===== config.mk =====
export PLATFORM = sky130hd
export DESIGN_NAME = serial_adder_ctrl_flat
export DESIGN_NICKNAME = d
export VERILOG_FILES = /design/src/rtl/serial_adder_ctrl_pkg.sv /design/src/rtl/serial_adder_ctrl_if.sv /design/src/rtl/serial_adder_ctrl_onebit_fa.sv /design/src/rtl/serial_adder_ctrl.sv /design/src/flat_wrapper.sv
export SDC_FILE = /design/constraint.sdc
export NUM_CORES = 1
export LEC_CHECK = 0
export CORE_MARGIN = 3
export CORE_UTILIZATION = 55
export CTS_CLUSTER_DIAMETER = 80
export DETAILED_ROUTE_END_ITERATION = 6
export GPL_TIMING_DRIVEN = 0
export PLACE_DENSITY = 0.84
export SYNTH_ARGS = -nofsm -noshare
export SYNTH_HDL_FRONTEND = slang
export SYNTH_SLANG_ARGS = --single-unit

===== constraint.sdc =====
create_clock -name clk -period 3.1 [get_ports clk]
set_input_delay 0.31 -clock clk [delete_from_list [all_inputs] [get_ports clk]]
set_output_delay 0.31 -clock clk [all_outputs]
set_load 0.01 [all_outputs]

===== src/rtl/serial_adder_ctrl_pkg.sv =====
// Shared definitions for the bit-serial adder/subtractor controller.
// FSM state encodings, state width and the counter-width helper.
package serial_add_pkg;

    localparam int ST_W = 2;

    typedef enum logic [ST_W-1:0] {
        ST_IDLE = 2'd0,
        ST_RUN  = 2'd1,
        ST_DONE = 2'd2
    } state_t;

    // Bit-counter width; a 1-bit counter is kept for the smallest legal width.
    function automatic int cnt_width(input int width);
        return (width <= 2) ? 1 : $clog2(width);
    endfunction

endpackage


===== src/rtl/serial_adder_ctrl_if.sv =====
// Operand/result handshake bundle for serial_adder_ctrl.
// master drives start/operands, slave returns busy/done/results.
interface serial_adder_ctrl_if #(
    parameter int WIDTH = 8
);
    logic             start;
    logic             sub;
    logic [WIDTH-1:0] a;
    logic [WIDTH-1:0] b;
    logic             cin;
    logic             busy;
    logic             done;
    logic [WIDTH-1:0] sum;
    logic             cout;
    logic             ovf;

    modport master (
        output start, sub, a, b, cin,
        input  busy, done, sum, cout, ovf
    );

    modport slave (
        input  start, sub, a, b, cin,
        output busy, done, sum, cout, ovf
    );
endinterface


===== src/rtl/serial_adder_ctrl_onebit_fa.sv =====
// One-bit full-adder cell: the single bit-slice stepped by the controller.
module onebit_fa (
    input  logic a,
    input  logic b,
    input  logic ci,
    output logic s,
    output logic co
);
    assign s  = a ^ b ^ ci;
    assign co = (a & b) | (ci & (a ^ b));
endmodule


===== src/rtl/serial_adder_ctrl.sv =====
// Bit-serial add/subtract sequencer: one bit per clock, LSB first, through onebit_fa.
// Optional signed-overflow flag built only when SERIAL_ADD_OVF_EN is defined.
module serial_adder_ctrl
    import serial_add_pkg::*;
#(
    parameter int WIDTH = 8
) (
    input  logic              clk,
    input  logic              rst_n,
    serial_adder_ctrl_if.slave bus
);

    localparam int CW = cnt_width(WIDTH);
    localparam logic [CW-1:0] LAST_CNT = CW'(WIDTH - 1);

    state_t state_reg;
    state_t state_next;

    logic [WIDTH-1:0] a_sh_reg;
    logic [WIDTH-1:0] b_sh_reg;
    logic [WIDTH-1:0] sum_sh_reg;
    logic [WIDTH-1:0] sum_reg;
    logic [CW-1:0]    cnt_reg;
    logic             carry_reg;
    logic             cout_reg;
    logic             ovf_bit;

    logic             load;
    logic             step;
    logic             last;
    logic             busy_c;
    logic             done_c;
    logic             fa_s;
    logic             fa_co;
    logic [WIDTH-1:0] sum_sh_next;

    onebit_fa u_fa (
        .a  (a_sh_reg[0]),
        .b  (b_sh_reg[0]),
        .ci (carry_reg),
        .s  (fa_s),
        .co (fa_co)
    );

    always_ff @(posedge clk) begin
        if (!rst_n) begin
            state_reg <= ST_IDLE;
        end else begin
            state_reg <= state_next;
        end
    end

    always_comb begin
        state_next = state_reg;
        load       = 1'b0;
        step       = 1'b0;
        last       = 1'b0;
        busy_c     = 1'b0;
        done_c     = 1'b0;
        case (state_reg)
            ST_IDLE: begin
                if (bus.start) begin
                    load       = 1'b1;
                    state_next = ST_RUN;
                end
            end
            ST_RUN: begin
                busy_c = 1'b1;
                step   = 1'b1;
                if (cnt_reg == LAST_CNT) begin
                    last       = 1'b1;
                    state_next = ST_DONE;
                end
            end
            ST_DONE: begin
                busy_c     = 1'b1;
                done_c     = 1'b1;
                state_next = ST_IDLE;
            end
            default: begin
                state_next = ST_IDLE;
            end
        endcase
    end

    // New sum bits enter at the MSB so the LSB-first stream lands in place.
    assign sum_sh_next = {fa_s, sum_sh_reg[WIDTH-1:1]};

    always_ff @(posedge clk) begin
        if (!rst_n) begin
            a_sh_reg   <= '0;
            b_sh_reg   <= '0;
            sum_sh_reg <= '0;
            sum_reg    <= '0;
            cnt_reg    <= '0;
            carry_reg  <= 1'b0;
            cout_reg   <= 1'b0;
        end else if (load) begin
            a_sh_reg   <= bus.a;
            b_sh_reg   <= bus.sub ? ~bus.b : bus.b;
            carry_reg  <= bus.sub ? 1'b1 : bus.cin;
            sum_sh_reg <= '0;
            cnt_reg    <= '0;
        end else if (step) begin
            a_sh_reg   <= a_sh_reg >> 1;
            b_sh_reg   <= b_sh_reg >> 1;
            sum_sh_reg <= sum_sh_next;
            carry_reg  <= fa_co;
            cnt_reg    <= cnt_reg + CW'(1);
            if (last) begin
                sum_reg  <= sum_sh_next;
                cout_reg <= fa_co;
            end
        end
    end

`ifdef SERIAL_ADD_OVF_EN
    logic ovf_reg;

    // During the last RUN step carry_reg is the carry into the MSB.
    always_ff @(posedge clk) begin
        if (!rst_n) begin
            ovf_reg <= 1'b0;
        end else if (step && last) begin
            ovf_reg <= carry_reg ^ fa_co;
        end
    end

    assign ovf_bit = ovf_reg;
`else
    assign ovf_bit = 1'b0;
`endif

    assign bus.busy = busy_c;
    assign bus.done = done_c;
    assign bus.sum  = sum_reg;
    assign bus.cout = cout_reg;
    assign bus.ovf  = ovf_bit;

endmodule


===== src/flat_wrapper.sv =====
// flat-port wrapper written by rule: the top's interface ports become plain ports
module serial_adder_ctrl_flat import serial_add_pkg::*;
#(
    parameter int WIDTH = 8
)
  (clk, rst_n, bus_start, bus_sub, bus_a, bus_b, bus_cin, bus_busy, bus_done, bus_sum, bus_cout, bus_ovf);
  serial_adder_ctrl_if #(.WIDTH(WIDTH)) bus_i ();
  input  logic clk;
  input  logic rst_n;
  input wire logic [$bits(bus_i.start)-1:0] bus_start;
  input wire logic [$bits(bus_i.sub)-1:0] bus_sub;
  input wire logic [$bits(bus_i.a)-1:0] bus_a;
  input wire logic [$bits(bus_i.b)-1:0] bus_b;
  input wire logic [$bits(bus_i.cin)-1:0] bus_cin;
  output wire logic [$bits(bus_i.busy)-1:0] bus_busy;
  output wire logic [$bits(bus_i.done)-1:0] bus_done;
  output wire logic [$bits(bus_i.sum)-1:0] bus_sum;
  output wire logic [$bits(bus_i.cout)-1:0] bus_cout;
  output wire logic [$bits(bus_i.ovf)-1:0] bus_ovf;
  assign bus_i.start = bus_start;
  assign bus_i.sub = bus_sub;
  assign bus_i.a = bus_a;
  assign bus_i.b = bus_b;
  assign bus_i.cin = bus_cin;
  assign bus_busy = bus_i.busy;
  assign bus_done = bus_i.done;
  assign bus_sum = bus_i.sum;
  assign bus_cout = bus_i.cout;
  assign bus_ovf = bus_i.ovf;
  serial_adder_ctrl #(.WIDTH(WIDTH)) u_core (.clk(clk), .rst_n(rst_n), .bus(bus_i));
endmodule

==> results of run 1 <==
[cell usage after synthesis]
cell type | instances | area [µm²]
a21boi_0 | 2 | 15.0
a21oi_1 | 9 | 45.0
and2b_1 | 1 | 7.51
and3_4 | 1 | 11.3
buf_2 | 3 | 15.0
buf_4 | 5 | 37.5
buf_6 | 4 | 45.0
clkbuf_1 | 1 | 3.75
conb_1 | 1 | 3.75
dfxtp_1 | 38 | 761
fa_1 | 1 | 20.0
ha_1 | 6 | 75.1
inv_1 | 3 | 11.3
mux2i_1 | 34 | 340
nand2_1 | 21 | 78.8
nand2_2 | 1 | 6.26
nand3_1 | 3 | 15.0
nand3b_1 | 2 | 15.0
nor2_1 | 10 | 37.5
o211a_1 | 1 | 10.0
o21ai_0 | 7 | 35.0
o21ai_1 | 1 | 5.00
o22ai_1 | 7 | 43.8
o31ai_1 | 1 | 7.51
xnor2_1 | 8 | 70.1
xor2_1 | 1 | 8.76
[critical path, stage by stage (launching register included)]
cell and delay, ns:
dfxtp_1 0.38, inv_1 0.09, ha_1 0.29, clkdlybuf4s50_1 0.53
[worst paths after layout]
path / cells after the start / slack (ns) / endpoint
hold reg to reg: 2 / 0.47 / u_core.bus.sum[6]$_SDFFE_PN0P_
setup reg to reg: 7 / 1.58 / u_core.sum_sh_reg[5]$_SDFFE_PP0P_
setup / recovery: 3 / 1.19 / bus_busy
hold / removal: 3 / 0.30 / u_core.bus.sum[0]$_SDFFE_PN0P_
[power by group]
group	total [W]	leakage, nW	switching, W	internal (W)
Sequential	0.000569	0.310	0.0000304	0.000539
Clock	0.000264	0.0353	0.000153	0.000110
Combinational	0.000365	0.453	0.000181	0.000185
Total	0.00120	0.798	0.000364	0.000833
[final cells by class]
class,count,area [µm²]
Inverter,3,11.3
Tap cell,42,52.6
Clock inverter,1,5.00
Buffer,13,101
Multi-Input combinational cell,118,851
Sequential cell,38,761
Clock buffer,7,55.1
Timing Repair Buffer,29,290
Fill cell,219,749
[kinds of logic (layout without fill, tap and decap cells)]
family	Yosys count	after routing
fa+ha+maj	7	7
other cells	1	1
xor+xnor	9	9
simple gates	39	39
compound gates	28	28
buf+inv	16	53
mux	34	34
flops	38	38
[per-stage QoR]
stage | hold slack [ns] | std cells
after global placement | 0.445 | 243
final | 0.299 | 251
after global routing | 0.317 | 251
after CTS | 0.292 | 251
after floorplan | 0.437 | 172
after detailed placement | 0.455 | 243
[per-layer routing]
metal	track usage [%]	share of wire, %	routed length (µm)	up-vias
li1	-	-	-	658
met1	22.5	44	1460	632
met2	33.9	52	1740	29
met3	3.93	3.6	120	2
met4	6.67	0.51	17	0
met5	0	0	0	-
==> reports/summary.md, run 1 <==
For this run, the detailed router's first-pass iteration total came to 4. Setup repair after global routing left no endpoint under its margin. In this run, post-CTS hold repair placed 0 buffers. In the final routed layout, each cell accounts on average for 13.3 µm. The post-CTS setup-driven buffer insertion count is 0, and the routability-driven placement congestion ratio is 0.818. Input and output buffers added on the ports amount to 29. The count of endpoints failing hold in the final timing report was 0.

The number of global-route vias before repair was 1272. The run gives 0 as the number of antenna-violating nets in the routed design. For this run, the top clock speed supported by timing is 524 MHz.

The top cell types in the final layout, fill and taps aside, are 38 x dfxtp_1, 34 x mux2i_1, 29 x clkdlybuf4s50_1, 21 x nand2_1, 10 x nor2_1. The flow ran to the end, and the final reports show no timing, DRC or antenna violations. The instance count of the mapped netlist was 172. The worst setup path is of the reg -> out kind. The tools report the initial antenna violation count as 0. Tracing the worst setup path back leads to its startpoint at u_core.state_reg[0]$_SDFFE_PN0P_.

At the worst endpoint, the arrival time is 1.60 ns. The library cell used most frequently in the layout, excluding fill and tap cells, is dfxtp_1. Once the floorplan was initialized, standard cells occupied 59.9% of the core. The type of destination of the critical path is a primary output. The H-tree was split into 2 levels. Clock tree synthesis found a total of 38 sinks. Dividing total power by cell area gives a power density of 563 nW/µm². The adder and majority gate portion of the synthesized area was 5.52%; the via count was 1321.

In this run, the number of DRC markers left after iteration 0 of detailed routing was 58. The number of max-capacitance violations reported was 0; the later-pin clock latency in the skew report was 0.32 ns. The tools report the net count reported at finish as 236. In this run the count of I/O pins placed on the die edge is 33. Type of element launching the critical path: a flip-flop. Across every metal layer, demand over resource in global routing totals 19.0%. The required time of the worst setup path was 2.79 ns; the total negative slack for setup checks was 0 ns. The first global-routing pass estimated 5.42 mm of wire. The utilization after layout was 73.9%; the average size of a mapped cell was 10.0 µm². The die covers 3840 µm².

0 antenna diodes ended up in the layout. In this run the worst hold path is classified as in -> reg. Once layout is done, the placed cells without fillers occupy 2130 µm².

The maximum fanout count along the critical path is 3, and the largest net degree at the start of global routing is 12. The floorplan die height is 62.0 µm, and the width of the die is 62.0 µm. In this run the clock root is driven by a clkbuf_4. The run gives 5 as the clock buffer count from CTS. Summed over all cells, the static leakage comes to 0.798 nW. After layout, the minimum clock period comes to 1.91 ns. The buffer depth of the longest clock path came out at 2. During synthesis, Yosys emitted a total of 0 warnings. TritonCTS built the clock tree. The beginning of the worst register-to-register path was u_core.state_reg[0]$_SDFFE_PN0P_. After detailed placement, the total cell area comes to 2070 µm². The floorplan step defined a core boundary enclosing 2880 µm².

The clock transition at the registers of the reported paths was 0.11 ns. Summing the sequential cell areas from Yosys gives 44.1% of the chip area. VDD sags by at most 350 µV. The post-synthesis cell type count is 26.

Summing the areas of all compound-gate instances in the mapped netlist gives 9.36% of the synthesized area. Across all setup checks in the final design, the least slack found is 1.19 ns. The cell area that synthesis handed to floorplanning was 1720 µm².

Setup violations remaining at the end of the flow were counted as 0. Summed over all layers, the global routing overflow is 0. Summed over all layers, the routed wires come to 3.34 mm. The share of post-route cells with drive strength above 1 is 10.0%. The tools report the final total power as 0.00120 W. The area growth from synthesis to layout is 23.4%. After floorplanning, the core was divided into 19 placement rows. Summing the areas of all and, or, nand and nor instances in the mapped netlist gives 9.94% of the synthesized area. The worst path uses 61.5% of the clock period. The worst setup slack before clock tree synthesis is 1.43 ns, and the post-synthesis share of cell area spent on xor and xnor gates is 4.57%. In the routed design, unresolved DRC markers number 0. Between clock sinks in the finished design, the worst skew comes to 0.00769 ns.

Counting flops and latches in the post-synthesis netlist gives 38. The logs give 0 for the final number of max-transition violations and 2.55 mm for the placed wire-length estimate. Counting every net in the synthesized netlist gives 200. The multiplexer area fraction after synthesis works out to 19.7%.

The worst hold path begins at rst_n. Post-CTS repair changed the size of 0 cells. By area, the combinational part of the netlist is dominated by multiplexers.

In the routed layout, each cell is associated on average with a via count of 5.26.
No activity file was read; power rests on OpenSTA's default activity.
==> run 2, diff against run 1 <==
- CORE_UTILIZATION: 55 -> 51
- PLACE_DENSITY: 0.84 -> 0.79
- clock period: 3.1 -> 2 ns (I/O delays scaled with it)
==> reports/summary.md, run 2 (synthesized netlist as in run 1, its figures left out) <==
The flow ran to the end, and the final reports show no timing, DRC or antenna violations. The logs give 0 for the post-route DRC violation count and 0 for the number of antenna-violating nets in the routed design. The number of global-route vias before repair is 1281.

The run gives 28.9% as the met2 track demand over resource in global routing. TritonCTS built the clock tree. The smallest clock period supported by the final layout is computed as 1.82 ns.

For the final cell count without fillers, the log shows 252. The type of destination of the critical path is a primary output. The routing usage on met1 is 21.5%, and the net count reported at finish is 236. Leakage power: 0.794 nW. The setup path with the least slack is of type reg -> out. The tools report the placed wire-length estimate as 2.51 mm. The run gives 0.448 ns as the worst setup slack before clock tree synthesis.

For this block, the initial DRC count from the detailed router was 36. Relative to the synthesized area, the layout overhead comes to 22.8%. Across all setup checks in the final design, the least slack found is 0.182 ns. Max-cap violations in this run came to 0.

For the count of endpoints failing hold in the final timing report, the log shows 0. In this run the power density over the cells is 859 nW/µm². Setup violations remaining at the end of the flow were counted as 0. Post-route clock period utilization: 90.9%. Adding up every negative setup slack in the final design gives 0 ns. The detailed-router iteration count before antenna repair is 4, and the post-CTS setup-driven buffer insertion count is 0. The first global-routing pass estimated 5.64 mm of wire.

The initial utilization of the core area, before any placement, comes to 55.1%. Average vias per placed instance: 5.15. The buffer depth of the longest clock path is 2, and the total placed cells including tap cells is 245. From left edge to right edge, the die measures 64.1 µm. For the overflow left after global routing, the log shows 0. In this run the worst hold path is classified as in -> reg. The run gives 33 as the number of top-level pins. The clock buffer count from CTS is 5. The arrival time reported for the critical path endpoint was 1.62 ns. The count of input and output buffers was 29; the clock transition at the registers of the reported paths was 0.10 ns. The H-tree generated during clock tree synthesis spans 2 levels. Derived from the worst setup path, the maximum achievable clock frequency is 550 MHz. The filler cells instantiated in the layout total 270.

The library cell used most frequently in the layout, excluding fill and tap cells, is dfxtp_1. Clock skew on the completed layout was measured at 0.00641 ns. IR analysis of the VDD net gives a maximum drop of 395 µV.

Global routing consumed, on the met3 layer, 6.33% of the routing resources. The count of standard-cell rows was 20; the area of all sequential standard cells was 761 µm². The maximum fanout count along the critical path is 3, and the routability-driven placement congestion ratio is 0.792.

The logs give 0 for the initial antenna violation count and 3130 µm² for the area of the core region. The clock sink count was 38; the later-pin clock latency in the skew report was 0.35 ns. Global routing used 18.0% of the available tracks across all layers.

Data on the critical path is required at its endpoint by 1.80 ns. The final number of max-transition violations was 0. After detailed routing, the average wire length per cell comes to 13.2 µm.

The logs give 1299 for the via count and 0 for the number of antenna repair diodes. In the layout the commonest cells are 38 x dfxtp_1, 34 x mux2i_1, 29 x clkdlybuf4s50_1, 21 x nand2_1, 10 x nor2_1. Entering global routing, the biggest net connects 12 pins. The most used routing layer in global routing was met2. After clock tree synthesis, the flow added hold-fix buffers numbering 0. The floorplan die height came out at 64.1 µm.

The share of post-route cells with drive strength above 1 came out at 10.1%. Type of element launching the critical path: a flip-flop. Summed over all layers, the routed wires come to 3.33 mm.

The tools report the clock tree root driver cell as clkbuf_4. The number of gates given a new drive strength after cts was 0; the multi-input gate area in the final layout was 851 µm². Overall die area: 4110 µm². Setup repair after global routing left no endpoint under its margin.
[run 2: cell types whose count changed in the layout (fill, tap and decap cells not counted), sizes merged]
| cell | before | now |
|---|---|---|
| clkbuf | 8 | 6 |
| clkinv | 1 | 2 |
[run 2: final cells by class]
class	count	area share [%]
inverter	3	0.532
timing repair buffer	29	13.7
clock inverter	2	0.473
multi-input combinational	118	40.2
clock buffer	5	1.77
tap	44	2.60
sequential	38	35.9
buffer	13	4.79
[run 2: critical path: stages (launching register included)]
cell and delay, ns:
dfxtp_1 0.37, inv_1 0.09, ha_1 0.29, clkdlybuf4s50_1 0.53
[run 2: through the flow]
| stage | utilization (%) | instance area [µm²] | power (W) | hold slack (ns) |
|---|---|---|---|---|
| CTS | 67.7 | 2120 | 0.00183 | 0.178 |
| detailed placement | 66.2 | 2070 | 0.00147 | 0.448 |
| floorplan | - | 1720 | 0.00132 | 0.363 |
| global route | 67.7 | 2120 | 0.00195 | 0.174 |
| finish | 67.7 | 2120 | 0.00182 | 0.191 |
| global placement | 66.2 | 2070 | 0.00144 | 0.441 |
[run 2: path summary, 6_finish.rpt]
kind                               startpoint                              end  slack (ns)  cells after the start
max reg2reg  u_core.state_reg[0]$_SDFFE_PN0P_  u_core.a_sh_reg[5]$_SDFFE_PN0P_        0.51                      7
min                                     rst_n   u_core.bus.sum[0]$_SDFFE_PN0P_        0.19                      3
min reg2reg    u_core.bus.sum[5]$_SDFFE_PN0P_   u_core.bus.sum[5]$_SDFFE_PN0P_        0.46                      2
max          u_core.state_reg[0]$_SDFFE_PN0P_                         bus_busy        0.18                      3
[run 2: report_power, final]
part           internal [W]  total [W]  switching [W]
Sequential         0.000835   0.000884      0.0000487
Clock              0.000126   0.000368       0.000241
Combinational      0.000285   0.000566       0.000282
[run 2: metal layers]
layer	vias to the layer above	wire length, µm
met1	604	1490
met5	-	0
met4	0	78
met3	8	151
met2	31	1610
li1	656	-
